## config.mk

```make
export PLATFORM = sky130hd
export DESIGN_NAME = udl_counter
export DESIGN_NICKNAME = d
export VERILOG_FILES = /design/src/rtl/udl_counter.sv
export SDC_FILE = /design/constraint.sdc
export NUM_CORES = 1
export LEC_CHECK = 0
export CORE_AREA = 4 4 41 43
export CTS_BUF_LIST = sky130_fd_sc_hd__clkbuf_4
export CTS_CLUSTER_DIAMETER = 50
export DETAILED_ROUTE_END_ITERATION = 6
export DIE_AREA = 0 0 45 47
export HOLD_SLACK_MARGIN = 0.05
export PLACE_DENSITY_LB_ADDON = 0.2
export SYNTH_ARGS = -nofsm -noshare
export SYNTH_HDL_FRONTEND = slang
export SYNTH_SLANG_ARGS = --single-unit
```

## constraint.sdc

```tcl
create_clock -name clk -period 2.5 [get_ports clk]
set_input_delay 0.375 -clock clk [delete_from_list [all_inputs] [get_ports clk]]
set_output_delay 0.375 -clock clk [all_outputs]
set_load 0.05 [all_outputs]
```

## src/rtl/udl_counter.sv

```systemverilog
// ---------------------------------------------------------------------------
// udl_counter
//
// Parameterised synchronous up/down binary counter with parallel load and
// count enable. The count is held in a single register. The terminal-count
// flags are decoded from that register.
//
// Parameters:
//   BITS      counter width in bits (>= 1); count range 0 .. 2^BITS-1
//
// Ports:
//   clk       in   1     rising-edge clock
//   reset_n   in   1     synchronous reset, ACTIVE-HIGH (1 clears Q)
//   enable    in   1     count enable: 1 = step once per clock, 0 = hold
//   up        in   1     direction: 1 = increment, 0 = decrement
//   load      in   1     synchronous parallel load: 1 = Q takes D
//   D         in   BITS  parallel load value
//   Q         out  BITS  current count (registered)
//   max_tick  out  1     1 when Q == 2^BITS-1 (combinational decode of Q)
//   min_tick  out  1     1 when Q == 0 (combinational decode of Q)
//
// Per-edge priority: reset, then load, then count up/down, then hold.
// Counting wraps modulo 2^BITS in both directions.
// ---------------------------------------------------------------------------
module udl_counter #(
    parameter int BITS = 5
) (
    input  logic            clk,
    input  logic            reset_n,
    input  logic            enable,
    input  logic            up,
    input  logic            load,
    input  logic [BITS-1:0] D,
    output logic [BITS-1:0] Q,
    output logic            max_tick,
    output logic            min_tick
);

    // The reset input is active-high even though its name ends in _n.
    // Reset is sampled only on the clock edge. It is not in the sensitivity list.
    always_ff @(posedge clk) begin
        // NOTE: state registers use non-blocking assignments. Every
        // flop then samples values from before the edge, so there
        // are no simulation ordering races.
        if (reset_n) begin
            Q <= '0;
        end else if (load) begin
            Q <= D;
        end else if (enable) begin
            // BITS-wide unsigned add/subtract gives the modulo wrap by
            // itself (all-ones + 1 -> 0, 0 - 1 -> all-ones).
            if (up) begin
                Q <= Q + 1'b1;
            end else begin
                Q <= Q - 1'b1;
            end
        end
    end

    // The flags decode only the registered count, so no input feeds them
    // combinationally.
    assign max_tick = (Q == {BITS{1'b1}});
    assign min_tick = (Q == {BITS{1'b0}});

endmodule

```

Word level (Yosys, flattened, before mapping)
Cells that the tools add are included.
- memories: 0
- output and inout port bits: 7
- RAM bits: 0
- latch bits: 0
- bits in read-only memories: 0
- register bits after elaboration: 5
- word-level logic and storage cells: 9
- input port bits: 10
- equality and inequality tests: 1
- shift operators: 0
- reduce and logical (&&, ||, !) cells: 2
- div/mod/pow operators: 0
- add/subtract/negate cells: 2
- $lt $le $gt $ge: 0
- $mul: 0
- multiplexer cells: 3
- bitwise gates (word level): 0
- operators with widths (operator ; count):
    5-bit two-way mux ; 3
    5-bit by 1-bit adder with 5-bit output, second input constant ; 1
    5-bit == test, second input constant ; 1
    5-bit logical NOT ; 1
    5-bit by 1-bit subtractor with 5-bit output, second input constant ; 1
    2-bit nonzero test ; 1

Logic depth before layout (Yosys ltp)
Gate-level depths: netlist of run 1.
- word-level depth: 4
- mapped depth: 6
- depth with buffers taken out: 6

Worst setup path before layout of run 1
OpenSTA, ideal clock, no wires.
- kind: register to output
- start: register Q[1]
- end: output min_tick
- path buffers: 0
- path slack: 0.401 ns
- arrival time: 1.724 ns
- cell stages (with the launch flop): 3
- required time: 2.125 ns
- cells stage by stage: dfxtp_1 or4_1 nor2_1
- longest elaborated chain between the ends: 1
- RTL lines (element ; RTL line ; source):
    start, declared ; 34 ; output logic [BITS-1:0] Q,
    start signal, assigned ; 53 ; Q <= Q + 1'b1;
    start signal, assigned ; 55 ; Q <= Q - 1'b1;
    5-bit logical NOT ; 63 ; assign min_tick = (Q == {BITS{1'b0}});
    end, declared ; 36 ; output logic min_tick
Every way passes these cells.

Worst setup path after layout of run 1
Ends and elaborated chain as after synthesis.

==> out/results.ini, run 1 <==
[grt]
grt_max_degree = 10
grt_overflow_total = 0
grt_pass1_vias = 395
grt_pass1_wl_um = 1662
grt_usage_pct = 11.56
antenna_found_initial = 0

[run]
drv_cap = 0

[placement]
dp_slack_ns = 0.1483
port_buffers = 16
hpwl_um = 799.5
globalplace.congestion = 0.7654

[sta]
fin_crit_sh_pct = 96.85
fmax_mhz = 413.0
fin_setup_tns_ns = 0
hold_slack_ns = 0.7327
relSlewSlack_pct = 66.57
finalClockSkew_ns = 0.001960
slew_violations = 0
rsz0062_at_grt = no
finalHoldViolations = 0
period_needed_ns = 2.421
fin_ws_ns = 0.07875
tightest_slew_ns = 0.4998
setup_viol = 0

[logic_synthesis]
ys_ff_latch = 5
yosysWarnings = 0
ys_types = 25
ys_seq_area_share_pct = 24.39
syn_area_um2 = 410.4
netlist_instances = 48
avgSynthCellArea_um2 = 8.550
syn_nets = 62

[routing]
ant_nets = 0
via_count = 403
route.final.wire_length_um = 1029
wl_per_cell_um = 12.55
via_per_inst = 4.915
dr_wl_met3_um = 94
maxUsedRoutingLayer = met4
drtIter0Drc = 6
route.met2.wl_um = 433
drt_pass1_iterations = 3
m1WireLength_um = 485
drc = 0

[cells_and_area]
area_growth_pct = 48.78
layout_common_cells = clkdlybuf4s50_1 (16), nor2_1 (9), dfxtp_1 (5), a21oi_1 (5), clkbuf_4 (4)
nets = 82
finish.utilization_pct = 46.92
drive_gt1_share_pct = 10.45
top_regs = Q: 5 flops
largest-register = Q
largest_reg_flops = 5
n_antenna_cell = 0
layout_commonest_cell = clkdlybuf4s50_1
n_fill_cell = 146

[cts]
post_cts_resized = 0
cts_hold_buf = 0
clk_pin_slew_worst_paths_ns = 0.04
root_buffer = clkbuf_4
htreeDepth = 1
post_cts_buffers = 0
cts-buffers-inserted = 3
clock-sinks = 5
clk_path_buf_depth = 2
worstSkewPairLatency_ns = 0.24
cts_tree = done

[worst_setup_path]
required_ns = 2.12
cp_cell_sequence = or4_1, nor2_1, clkdlybuf4s50_1
cp_max_fo = 6
critPathCaptureType = primary output
crit_arrival_ns = 2.05
crit_path_start_kind = flip-flop
cpMaxStageDelayCell = clkdlybuf4s50_1
slowest_delay_ns = 0.81
crit_type = reg2out

[pwr]
pwr_density_cell_mw_per_mm2 = 538.5
p_leak_nw = 0.2430
ir_worst_vdd_mv = 0.3278

[floorplan]
fp.dieH_um = 47
pin_count = 17
rows = 13
dieWidth_um = 45
start_util_pct = 31.54
coreArea_mm2 = 0.001301
dieArea_mm2 = 0.002115

[worst_hold_path]
hp-class = reg2reg

[run_status]
status = finished clean

[routing by layer]
| metal | GRT usage (%) | vias up |
|---|---|---|
| met5 | 0 | - |
| met3 | 6.897 | 2 |
| met1 | 13.27 | 175 |
| li1 | - | 211 |
| met4 | 5.848 | 0 |
| met2 | 16.95 | 15 |
[power breakdown]
| group | switching, mW | leakage [nW] | internal (mW) | total [mW] |
|---|---|---|---|---|
| clock | 0.0308 | 0.0184 | 0.0710 | 0.102 |
| sequential | 0.00960 | 0.0415 | 0.0872 | 0.0968 |
| combinational | 0.0709 | 0.183 | 0.0593 | 0.130 |
| total | 0.111 | 0.243 | 0.218 | 0.329 |
[final cells by class]
class                           instances  area, um2  share of cell area, %
Clock buffer                            4      30.03                  4.918
Sequential cell                         5      100.1                  16.39
Tap cell                               15      18.77                  3.074
Inverter                                3      11.26                  1.844
Multi-Input combinational cell         38      282.8                  46.31
Timing Repair Buffer                   17      167.7                  27.46
[worst paths after layout]
kind,start,endpoint,slack [ns],depth (start not counted)
worst max-delay path,Q[1],min_tick,0.08,3
worst max register to register,Q[0],Q[2],0.74,6
worst min register to register,Q[0],Q[0],0.73,4
worst min-delay path,Q[0],Q[0],0.73,4
[synthesized netlist by cell type]
library cell	instances	area, um2
o211ai_1	2	15.01
a211oi_1	1	7.510
a21boi_0	1	7.510
o21a_1	1	7.510
and3b_1	1	8.760
nand2b_1	1	6.260
xor2_1	1	8.760
buf_6	1	11.26
nand3_1	1	5.000
or4_1	1	7.510
nor2_1	9	33.78
dfxtp_1	5	100.1
or4b_1	1	10.01
mux2_2	1	11.26
buf_2	1	5.000
inv_1	3	11.26
mux2i_1	1	10.01
nor3b_1	2	15.01
fa_1	1	20.02
nand4_1	1	6.260
ha_1	3	37.54
a21oi_1	5	25.02
xnor2_1	2	17.52
nor2b_4	1	13.76
o31a_1	1	8.760
[stage by stage]
stage,total power [mW],area (um2),cells
after floorplan,0.1839,410.4,48
after global placement,0.2282,580.6,78
after detailed placement,0.2284,580.6,78
after CTS,0.3362,610.6,82
after global routing,0.3520,610.6,82
final,0.3288,610.6,82
[kinds of logic (layout without fill, tap and decap cells)]
group	count (synthesis)	count (layout)	share of synthesized area, %
fa+ha+maj	4	4	14.03
compound gates	11	11	17.38
xor+xnor	3	3	6.404
simple gates	18	18	25.91
mux	2	2	5.183
flops	5	5	24.39
buf+inv	5	24	6.706
[worst max-delay path, delay by kind of cell (launching register included)]
kind	cells	cell delay (ns)
simple gates	2	0.65
buf+inv	1	0.81
flops	1	0.35
(Power assumes the default switching activity.)
==> inputs of run 2 (changes only) <==
Settings changed: PLACE_DENSITY from default to 0.59, PLACE_DENSITY_LB_ADDON 0.2 to default.
==> out/results.ini, run 2 (synthesis gave the netlist of run 1 again) <==
[run_status]
status = finished clean  ; unchanged

[worst_setup_path]
crit_type = reg2out  ; unchanged
crit_buf_inv = 2  ; was 1
r2r_cells = 6  ; unchanged
crit_path_start_kind = flip-flop  ; unchanged
required_ns = 2.12  ; about the same
cp_cell_sequence = inv_1, nor2_1, clkdlybuf4s50_1  ; was or4_1, nor2_1, clkdlybuf4s50_1
critPathCaptureType = primary output  ; unchanged
r2r_start = Q[0]  ; unchanged
slowest_delay_ns = 0.80  ; was 0.81 ns
reg2reg_slack_ns = 0.73  ; was 0.74 ns
path_delay_family = buffers and inverters  ; unchanged
cp_max_fo = 5  ; was 6
r2r-end = Q[2]  ; unchanged
startpoint = Q[0]  ; was Q[1]
cpMaxStageDelayCell = clkdlybuf4s50_1  ; unchanged
crit_arrival_ns = 1.70  ; was 2.05 ns

[grt]
antenna_found_initial = 0  ; unchanged
grt_overflow_total = 0  ; unchanged
grt_max_degree = 10  ; unchanged
grt_pass1_vias = 376  ; was 395
grt_usage_pct = 12.73  ; was 11.56%
grt_pass1_wl_um = 1863  ; was 1662 um

[routing]
drt_pass1_iterations = 4  ; was 3
route.final.wire_length_um = 1066  ; was 1029 um
drc = 0  ; unchanged
drtIter0Drc = 2  ; was 6
via_per_inst = 4.795  ; was 4.915
via_count = 398  ; was 403
ant_nets = 0  ; unchanged
wl_per_cell_um = 12.84  ; was 12.55 um

[worst_hold_path]
hp-class = reg2reg  ; unchanged
hp-start = Q[4]  ; was Q[0]
hold_end = Q[4]  ; was Q[0]
whs_path_depth = 3  ; was 4

[cts]
cts_tree = done  ; unchanged
cts-buffers-inserted = 3  ; unchanged
cts_hold_buf = 0  ; unchanged
clk_path_buf_depth = 2  ; unchanged
clock-sinks = 5  ; unchanged
root_buffer = clkbuf_4  ; unchanged
clk_pin_slew_worst_paths_ns = 0.05  ; was 0.04 ns
post_cts_buffers = 0  ; unchanged
worstSkewPairLatency_ns = 0.24  ; about the same
post_cts_resized = 0  ; unchanged
htreeDepth = 1  ; unchanged

[sta]
period_needed_ns = 2.072  ; was 2.421 ns
rsz0062_at_grt = no  ; unchanged
fin_crit_sh_pct = 82.89  ; was 96.85%
finalHoldViolations = 0  ; unchanged
slew_violations = 0  ; unchanged
relSlewSlack_pct = 66.79  ; was 66.57%
fmax_mhz = 482.6  ; was 413.0 MHz
fin_setup_tns_ns = 0  ; unchanged
tightest_slew_ns = 0.4965  ; was 0.4998 ns
setup_viol = 0  ; unchanged
finalClockSkew_ns = 0.003177  ; was 0.001960 ns

[cells_and_area]
nets = 83  ; was 82
n_antenna_cell = 0  ; unchanged
layout_commonest_cell = clkdlybuf4s50_1  ; unchanged
layout_common_cells = clkdlybuf4s50_1 (15), nor2_1 (9), dfxtp_1 (5), a21oi_1 (5), clkbuf_4 (4)  ; was clkdlybuf4s50_1 (16), nor2_1 (9), dfxtp_1 (5), a21oi_1 (5), clkbuf_4 (4)
largest_reg_flops = 5  ; unchanged
drive_gt1_share_pct = 13.24  ; was 10.45%
final_cells = 83  ; was 82
top_regs = Q: 5 flops  ; unchanged
largest-register = Q  ; unchanged
design_area_um2 = 615.6  ; was 610.6 um2
area_growth_pct = 50.00  ; was 48.78%

[pwr]
combPwrFrac_pct = 39.1  ; was 39.6%
ir_worst_vdd_mv = 0.4126  ; was 0.3278 mV
power.clock.fraction_pct = 31.8  ; was 31.0%
p_leak_nw = 0.2491  ; was 0.2430 nW
switching_share_pct = 34.47  ; was 33.83%
seq_power_share_pct = 29.1  ; was 29.4%
intPower_mw = 0.2177  ; was 0.2176 mW
pwr_density_cell_mw_per_mm2 = 539.6  ; was 538.5 mW/mm2
p_sw_mw = 0.1145  ; was 0.1112 mW

[floorplan]
fp.dieH_um = 47  ; unchanged
dieArea_mm2 = 0.002115  ; unchanged
start_util_pct = 31.54  ; unchanged
dieWidth_um = 45  ; unchanged
pin_count = 17  ; unchanged
rows = 13  ; unchanged
coreArea_mm2 = 0.001301  ; unchanged

[placement]
globalplace.congestion = 0.7048  ; was 0.7654
hpwl_um = 838.9  ; was 799.5 um
placed_area_um2 = 585.6  ; was 580.6 um2
place_inst = 79  ; was 78
port_buffers = 16  ; unchanged

[run]
drv_cap = 0  ; unchanged

run 2: cell types whose count changed in the layout (fill, tap and decap cells not counted), sizes merged:
cell and delta:
buf +2, clkdlybuf4s50 -1
run 2: worst max path at each step:
| stage | end | slack (ns) | depth (start not counted) |
|---|---|---|---|
| after floorplan | min_tick | 0.40 | 2 |
| after global placement | Q[4] | 0.29 | 7 |
| after detailed placement | Q[4] | 0.26 | 7 |
| after CTS | max_tick | 0.41 | 3 |
| after global routing | max_tick | 0.33 | 3 |
| final | max_tick | 0.43 | 3 |
run 2: tightest hold or removal path: stages (launching register included):
cell      delay (ns)
dfxtp_1         0.39
xor2_1          0.10
o211ai_1        0.09
o211ai_1        0.09
run 2: layer usage:
| metal | global-route usage, % | part of all wire (%) | vias to the layer above |
|---|---|---|---|
| met5 | 0 | 0 | - |
| met4 | 5.263 | 1.5 | 0 |
| met3 | 5.747 | 7.0 | 2 |
| met2 | 17.23 | 42 | 13 |
| met1 | 17.31 | 49 | 170 |
| li1 | - | - | 213 |
run 2: through the flow:
step	util [%]	hold WS [ns]	setup slack (ns)	total power [mW]
finish	47.31	0.7215	0.4277	0.3322
global route	47.31	0.7627	0.3278	0.3555
global placement	45.00	0.7148	0.2933	0.2287
detailed placement	45.00	0.7149	0.2584	0.2294
CTS	47.31	0.7240	0.4085	0.3374
floorplan	-	0.4471	0.4007	0.1839
run 2: layout make-up:
| class | count | area (um2) |
|---|---|---|
| Clock buffer | 4 | 30.03 |
| Timing Repair Buffer | 18 | 172.7 |
| Multi-Input combinational cell | 38 | 282.8 |
| Tap cell | 15 | 18.77 |
| Inverter | 3 | 11.26 |
| Fill cell | 148 | 685.7 |
| Sequential cell | 5 | 100.1 |
run 2: power by group through the flow:
stage / Clock [mW] / Combinational (mW) / Sequential (mW)
final: 0.106 / 0.130 / 0.0967
after global routing: 0.116 / 0.142 / 0.0982
after CTS: 0.109 / 0.132 / 0.0969
after detailed placement: 0 / 0.131 / 0.0983
after global placement: 0 / 0.130 / 0.0985
after floorplan: 0 / 0.0638 / 0.120
==> inputs of run 3 (changes only) <==
Clock period 2.5 ns to 2.1 ns, I/O delays scaled along.
==> out/results.ini, run 3 (synthesis gave the netlist of run 1 again) <==
[routing]
wl_per_cell_um = 12.89  ; was 12.84 um
route.final.wire_length_um = 1121  ; was 1066 um
drt_pass1_iterations = 4  ; unchanged
drtIter0Drc = 7  ; was 2
drc = 0  ; unchanged
via_per_inst = 4.966  ; was 4.795
via_count = 432  ; was 398
ant_nets = 0  ; unchanged

[sta]
hold_slack_ns = 0.6912  ; was 0.7215 ns
finalHoldViolations = 0  ; unchanged
rsz0062_at_grt = no  ; unchanged
fin_ws_ns = 0.2259  ; was 0.4277 ns
period_needed_ns = 1.874
fin_setup_tns_ns = 0  ; unchanged
fmax_mhz = 533.6
setup_viol = 0  ; unchanged
slew_violations = 0  ; unchanged
tightest_slew_ns = 0.5054  ; was 0.4965 ns
relSlewSlack_pct = 66.20  ; was 66.79%
fin_crit_sh_pct = 89.24
finalClockSkew_ns = 0.002131  ; was 0.003177 ns

[run]
drv_cap = 0  ; unchanged

[floorplan]
coreArea_mm2 = 0.001301  ; unchanged
dieWidth_um = 45  ; unchanged
pin_count = 17  ; unchanged
fp.dieH_um = 47  ; unchanged
dieArea_mm2 = 0.002115  ; unchanged
start_util_pct = 31.54  ; unchanged
rows = 13  ; unchanged

[worst_setup_path]
cp_max_fo = 2  ; was 5
required_ns = 2.26  ; was 2.12 ns
crit_type = in2reg  ; was reg2out
slowest_delay_ns = 0.50  ; was 0.80 ns
r2r-end = Q[2]  ; unchanged
r2r_cells = 6  ; unchanged
reg2reg_slack_ns = 0.40  ; was 0.73 ns
r2r_start = Q[1]  ; was Q[0]
cpMaxStageDelayCell = or4b_1  ; was clkdlybuf4s50_1
crit_path_start_kind = input pin  ; was flip-flop
cp_cell_sequence = clkdlybuf4s50_1, inv_1, ha_1, nor2b_4, o21a_1, or4b_1, o211ai_1  ; was inv_1, nor2_1, clkdlybuf4s50_1
critPathCaptureType = flip-flop  ; was primary output
path_delay_family = simple AND/OR/NAND/NOR gates  ; was buffers and inverters
crit_buf_inv = 2  ; unchanged
crit_arrival_ns = 2.04  ; was 1.70 ns

[cts]
post_cts_buffers = 0  ; unchanged
htreeDepth = 1  ; unchanged
clk_pin_slew_worst_paths_ns = 0.04  ; was 0.05 ns
post_cts_resized = 0  ; unchanged
cts_hold_buf = 0  ; unchanged
clk_path_buf_depth = 2  ; unchanged
root_buffer = clkbuf_4  ; unchanged
cts_tree = done  ; unchanged
cts-buffers-inserted = 3  ; unchanged
worstSkewPairLatency_ns = 0.24  ; about the same
clock-sinks = 5  ; unchanged

[pwr]
finalPower_mw = 0.4137  ; was 0.3322 mW
pwr_density_cell_mw_per_mm2 = 631.0  ; was 539.6 mW/mm2
p_leak_nw = 0.2747  ; was 0.2491 nW
ir_worst_vdd_mv = 0.4402  ; was 0.4126 mV

[grt]
grt_max_degree = 10  ; unchanged
grt_pass1_vias = 449  ; was 376
grt_usage_pct = 13.13  ; was 12.73%
grt_pass1_wl_um = 1897  ; was 1863 um
antenna_found_initial = 0  ; unchanged
grt_overflow_total = 0  ; unchanged

[cells_and_area]
drive_gt1_share_pct = 19.44  ; was 13.24%
layout_commonest_cell = clkdlybuf4s50_1  ; unchanged
nets = 87  ; was 83
largest_reg_flops = 5  ; unchanged
layout_common_cells = clkdlybuf4s50_1 (14), nor2_1 (9), buf_4 (7)  ; was clkdlybuf4s50_1 (15), nor2_1 (9), dfxtp_1 (5), a21oi_1 (5), clkbuf_4 (4)
final_cells = 87  ; was 83
design_area_um2 = 655.6  ; was 615.6 um2
n_antenna_cell = 0  ; unchanged
largest-register = Q  ; unchanged
top_regs = Q: 5 flops  ; unchanged
finish.utilization_pct = 50.38  ; was 47.31%
area_growth_pct = 59.76  ; was 50.00%

[placement]
hpwl_um = 898.3  ; was 838.9 um
globalplace.congestion = 0.7780  ; was 0.7048
port_buffers = 16  ; unchanged
place_inst = 83  ; was 79
placed_area_um2 = 625.6  ; was 585.6 um2
dp_slack_ns = -0.01546  ; was 0.2584 ns

[run_status]
status = finished clean  ; unchanged

[worst_hold_path]
hp-class = in2reg  ; was reg2reg
whs_path_depth = 3  ; unchanged
hp-start = D[0]  ; was Q[4]
hold_end = Q[0]  ; was Q[4]

## run 3: cell types whose count changed in the layout (fill, tap and decap cells not counted)
cell / before / now
buf_12: 0 / 1
buf_4: 3 / 7
clkdlybuf4s50_1: 15 / 14
## run 3: where the power goes
group	switching, mW	total [mW]	internal, mW
clock network	0.0397	0.124	0.0847
logic	0.0902	0.176	0.0856
registers	0.00976	0.113	0.104
total	0.140	0.414	0.274
## run 3: how the worst max path moves through the flow
stage,startpoint,to,slack (ns),cells past startpoint
after floorplan,Q[1],min_tick,0.06,2
after detailed placement,up,Q[4],-0.02,7
final,up,Q[4],0.23,7
after global routing,up,Q[4],0.17,7
after CTS,up,Q[4],0.22,7
after global placement,up,Q[4],0.02,7
## run 3: final cells by class
type,instances,area [um2]
Timing Repair Buffer,22,212.7
Sequential cell,5,100.1
Tap cell,15,18.77
Inverter,3,11.26
Clock buffer,4,30.03
Multi-Input combinational cell,38,282.8
Fill cell,128,645.6
## run 3: worst reg2reg max path, stage by stage, from the launching register on
cell	delay (ns)
dfxtp_1	0.42
inv_1	0.09
fa_1	0.46
xnor2_1	0.17
mux2_2	0.27
mux2i_1	0.12
nor2_1	0.05
## run 3: routing by layer
layer | routed length [um] | GRT usage, % | share of wire [%]
met4 | 19 | 7.018 | 1.7
met1 | 521 | 14.61 | 46
met2 | 514 | 20.90 | 46
met5 | 0 | 0 | 0
met3 | 65 | 6.130 | 5.8
